### src/rtl/alu_calc_sequencer.sv
// Operand/opcode sequencer for the 4-bit calculator ALU: collects A, B and opcode
// tokens, holds them on the ALU for ALU_LAT cycles, then offers the registered result.
module alu_calc_sequencer #(
    parameter int W       = 4,
    parameter int ALU_LAT = 1
) (
    input  logic           clk,
    input  logic           rst,
    input  logic           clr,
    input  logic [W-1:0]   in_data,
    input  logic           in_valid,
    output logic           in_ready,
    output logic [W-1:0]   alu_a,
    output logic [W-1:0]   alu_b,
    output logic [1:0]     alu_op,
    input  logic [2*W-1:0] alu_re,
    output logic [2*W-1:0] res_data,
    output logic [1:0]     res_op,
    output logic           res_valid,
    input  logic           res_ready,
    output logic [7:0]     op_count,
    output logic           busy
);

    typedef enum logic [2:0] {
        GET_A,
        GET_B,
        GET_OP,
        EXEC,
        DONE
    } state_t;

    localparam logic [3:0] LAT_LOAD = 4'(ALU_LAT - 1);

    state_t     state;
    logic [3:0] lat_cnt;
    logic       in_xfer;
    logic       out_xfer;

    // Handshake qualifiers depend only on the state register (and rst), never on
    // in_valid/res_ready combinationally.
    assign in_ready = !rst && (state == GET_A || state == GET_B || state == GET_OP);
    assign busy     = (state != GET_A);
    assign in_xfer  = in_valid && in_ready;
    assign out_xfer = res_valid && res_ready;

    always_ff @(posedge clk or posedge rst) begin
        if (rst) begin
            state     <= GET_A;
            lat_cnt   <= '0;
            alu_a     <= '0;
            alu_b     <= '0;
            alu_op    <= '0;
            res_data  <= '0;
            res_op    <= '0;
            res_valid <= 1'b0;
            op_count  <= '0;
        end else if (clr) begin
            state     <= GET_A;
            res_valid <= 1'b0;
        end else begin
            case (state)
                GET_A: begin
                    if (in_xfer) begin
                        alu_a <= in_data;
                        state <= GET_B;
                    end
                end
                GET_B: begin
                    if (in_xfer) begin
                        alu_b <= in_data;
                        state <= GET_OP;
                    end
                end
                GET_OP: begin
                    if (in_xfer) begin
                        alu_op  <= in_data[1:0];
                        lat_cnt <= LAT_LOAD;
                        state   <= EXEC;
                    end
                end
                EXEC: begin
                    if (lat_cnt == '0) begin
                        res_data  <= alu_re;
                        res_op    <= alu_op;
                        res_valid <= 1'b1;
                        state     <= DONE;
                    end else begin
                        lat_cnt <= lat_cnt - 4'd1;
                    end
                end
                DONE: begin
                    if (out_xfer) begin
                        res_valid <= 1'b0;
                        op_count  <= op_count + 8'd1;
                        state     <= GET_A;
                    end
                end
                default: state <= GET_A;
            endcase
        end
    end

endmodule

### config.mk
export PLATFORM = sky130hd
export DESIGN_NAME = alu_calc_sequencer
export DESIGN_NICKNAME = d
export VERILOG_FILES = /design/src/rtl/alu_calc_sequencer.sv
export SDC_FILE = /design/constraint.sdc
export NUM_CORES = 1
export LEC_CHECK = 0
export ABC_AREA = 1
export ABC_CLOCK_PERIOD_IN_PS = 1300
export CORE_ASPECT_RATIO = 0.9
export CORE_MARGIN = 8
export CORE_UTILIZATION = 43
export DETAILED_ROUTE_END_ITERATION = 12
export GPL_ROUTABILITY_DRIVEN = 0
export GPL_TIMING_DRIVEN = 0
export PLACE_DENSITY = 0.72
export REMOVE_ABC_BUFFERS = 1
export SLEW_MARGIN = 20
export SYNTH_ARGS = -nofsm -noshare
export SYNTH_HDL_FRONTEND = slang
export SYNTH_SLANG_ARGS = --single-unit
### constraint.sdc
create_clock -name clk -period 1.3 [get_ports clk]
set_input_delay 0.195 -clock clk [delete_from_list [all_inputs] [get_ports clk]]
set_output_delay 0.195 -clock clk [all_outputs]
set_load 0.1 [all_outputs]
# After elaboration in Yosys (flattened, before gate mapping)
# Cells that the tools add are included.
# word_totals
regBits	36
inputBits	17
output_inout_bits	31
# classes
n_reduce_logical	19
muxes	14
bitwise	1
n_addsub	2
n_eq_ne	11
# op_table
operator	count
two-way mux 3 bit	6
AND reduction 3 bit	6
inequality test 3 bit (second input constant)	5
one-hot mux 3 bit (5 select lines)	1
adder 8 x 1 -> 8 bit (second input constant)	1
two-way mux 4 bit	2
one-hot mux 4 bit (2 select lines)	1
equality test 3 x 2 -> 1 bit (second input constant)	2
nonzero test 3 bit	2
AND reduction 5 bit	1
zero test 4 bit	1
inequality test 2 bit (second input constant)	2
AND reduction 4 bit	1
subtractor 4 x 1 -> 4 bit (second input constant)	1
equality test 3 x 1 -> 1 bit (second input constant)	1
equality test 3 bit (second input constant)	1
logical AND 1 bit	3
zero test 3 bit	1
two-way mux 1 bit	3
logical OR 1 bit	2
one-hot mux 1 bit (2 select lines)	1
nonzero test 2 bit	1
zero test 1 bit	1
inverter 1 bit	1

# Longest topological paths before layout
# depth
ltp_word	8
depth_mapped	9

# Least setup slack after synthesis
# Ideal clock, no wire load.
# synth_timing
path_kind	input -> output
from	input rst
to	output in_ready
path_slack_ps	-696
n_path_buf	0
stages	3
t_arrival_ps	1801
cell_sequence	inv_1 -> nand3_2 -> inv_1
# synth_between
elab_chain_cells	2
# synth_rtl
item	line	source
start: declaration	8	input logic rst,
zero test 1 bit (no line)	-	
logical AND 1 bit	42	assign in_ready = !rst && (state == GET_A || state == GET_B || state == GET_OP);
end: declaration	12	output logic in_ready,
# Every way passes these cells.

# Worst setup path after layout
# layout_timing
from	register state[0]
to	output busy
# layout_between
elab_chain_cells	1
# layout_rtl
item	line	source
start: declaration	35	state_t state;
start signal: assignment	49	state <= GET_A;
start signal: assignment	59	state <= GET_A;
start signal: assignment	66	state <= GET_B;
nonzero test 3 bit	43	assign busy = (state != GET_A);
end: declaration	22	output logic busy
# Every way passes these cells.

==> flow_summary.ini <==
[outcome]
status = finished, violations left
failed_checks = setup timing

[pwr]
pwr-share-comb_pct = 62.4
p_per_area_mw_per_mm2 = 2650
power_frac_seq_pct = 24.3
intPower_mw = 3.14
finalPower_mw = 7.34
swShare_pct = 57.2
p_switching_mw = 4.20
pwr-share-clk_pct = 13.3
vdd_drop_max_v = 0.00130
cellLeakagePower_nw = 1.50

[clock_tree]
cts_buffers = 5
cts_tree = yes
cts-htree-levels = 2
clock_path_buffers = 2
cts-root-buf = clkbuf_8
insertion_delay_ns = 0.29
clk_pin_slew_ns = 0.07
clock-sinks = 36
cts_hold_buf = 0

[layout]
fillers = 327
fin_util_pct = 67.4
final_common_cell = nand2_1
area_delta_synth_final_pct = 50.9
fin_nets = 327
antenna_cells = 0
final_cell_mix = nand2_1 (71), dfrtp_1 (32), inv_1 (30)
stdcell_area_mm2 = 0.00277
seqCellArea_um2 = 906
multi_input_area_um2 = 936
drive_above_1_share_pct = 35.6

[critical_path]
start_kind = flip-flop
critPathTopFamily = flip-flops
cp_cell_sequence = nor2_2 > nand2_1 > buf_6
worstSetupPathType = flip-flop to output port
crit_fanout = 5
critPathSlowestCell = dfrtp_2
cp_slowest_stage_delay_ns = 0.47
arrival_ns = 1.23
endpoint_kind = output port
critPathBufInv = 1
worstPathRequired_ns = 1.11

[sta]
timing.fmax_mhz = 703
period_share_pct = 109
rsz0062_at_grt = yes
tightest_slew_ns = 0.493
relSlewSlack_pct = 67.4
post-route-worst-setup-slack_ns = -0.123
hold_violations = 0
setup_viol = 33
finClkSkew_ns = 0.0117
setup_tns_ns = -0.842
holdWs_ns = 0.250
fin_crit_ns = 1.42
final_max_slew_viol_count = 0

[floorplan]
initial_core_util_pct = 44.7
die_x_um = 84.8
placementRows = 22
die_area_mm2 = 0.00661
die_h_um = 77.9
core-area_mm2 = 0.00410
pin_count = 48

[grt]
grt_use_total_pct = 15.4
grt-ovfl-total = 0
antenna_found_initial = 0
first_global_vias = 1664
grt_max_degree = 16
grt_pass1_wl_um = 8080

[route]
wl_per_cell_um = 15.0
ant_nets = 0
drc = 0
drt_iter0_markers = 69
drt-total-wl_um = 5340
first_pass_iters = 4
routed_via_density = 5.02
vias = 1793

[synthesis]
netlist_area_mm2 = 0.00183
yosys-top-cells-area = dfrtp_1 (49%), nand2_1 (17%), inv_1 (7.2%)
ys_types = 22
yosys.area.top_type_share_pct = 49.1
ys_warn_count = 0
synth_area_leader_cell = dfrtp_1
synth-seq-cells = 36
ys_seq_area_share_pct = 49.1
syn_area_per_cell_um2 = 7.90
syn_inst = 232

[placement]
dpl-instance-area_mm2 = 0.00237
portBuffers = 47
place_hpwl_um = 3090

[hold_path]
hp-class = input pin to asynchronous set/reset pin

[flow_run]
cap_violations = 0
[Yosys cell counts (all sizes together)]
library cell and number:
buf 2, a21oi 4, o21ai 21, nand2 86, ha 2, xor2 4
inv 36, dfrtp 36, nand3 14, nor2 22, o21bai 1, nand4 4
[worst reg2reg max path: cells and delay by family (launching register included)]
family / cells / cell delay [ns]
flops: 1 / 0.47
buf+inv: 1 / 0.12
simple gates: 4 / 0.55
xor+xnor: 1 / 0.14
[worst paths after layout]
check                                  from          end  slack (ns)  cells after the start
worst max register to register     state[0]  op_count[2]       -0.06                      6
min in group clk                  alu_re[5]  res_data[5]        0.44                      3
max in group asynchronous               rst     state[2]        0.61                      4
worst min-delay path                    rst  res_data[4]        0.25                      3
worst max-delay path               state[0]         busy       -0.12                      3
worst min register to register  res_data[4]  res_data[4]        0.48                      2
[metal layers]
metal	GRT usage [%]	up-vias	part of all wire, %
met3	5.37	16	7.0
met5	0	-	0
met1	18.5	839	42
li1	-	879	-
met4	5.33	0	2.6
met2	25.0	59	48
[sequential cells by signal (all words and copies together), names as in the netlist]
| signal | cells |
|---|---|
| lat_cnt | 4 |
| alu_op | 2 |
| alu_a | 4 |
| state | 3 |
| op_count | 8 |
| res_op | 2 |
| res_valid | 1 |
| alu_b | 4 |
| res_data | 8 |
[cells by family after synthesis]
kind of cell | after synthesis | synth area share, %
adder cells (fa/ha/maj) | 2 | 1.36
AO/OA/AOI/OAI | 26 | 9.28
buffers and inverters | 38 | 8.05
flip-flops | 36 | 49.1
XOR/XNOR | 4 | 1.91
AND/OR/NAND/NOR | 126 | 30.2
[area by class of cell]
cell class	instances	share of cell area, %
Tap cell	48	2.17
Inverter	36	5.29
Timing Repair Buffer	67	21.9
Multi-Input combinational cell	161	33.8
Timing Repair inverter	1	0.181
Sequential cell	36	32.8
Clock inverter	2	1.27
Clock buffer	6	2.62
[power groups by stage]
stage	sequential [mW]	clock (mW)	combinational [mW]
after floorplan	3.86	0	1.04
after global placement	1.73	0	4.07
after CTS	1.74	0.988	4.18
after global routing	1.82	1.04	4.80
after detailed placement	1.75	0	4.11
final	1.78	0.977	4.58
[metrics by stage]
step / instances / setup WS (ns)
floorplan: 230 / -0.696
global placement: 325 / -2.05
detailed placement: 326 / -1.25
CTS: 347 / -0.0985
global route: 357 / -0.188
finish: 357 / -0.123
[what timing repair did]
item | in CTS | in global routing
endpoints found under the setup margin | 61 | 45
pin swaps | 4 | 9
setup buffers | 9 | 9
gates resized for setup | 194 | 40
cloned | 4 | 1
Note: power is estimated with default switching activity, not from simulation.
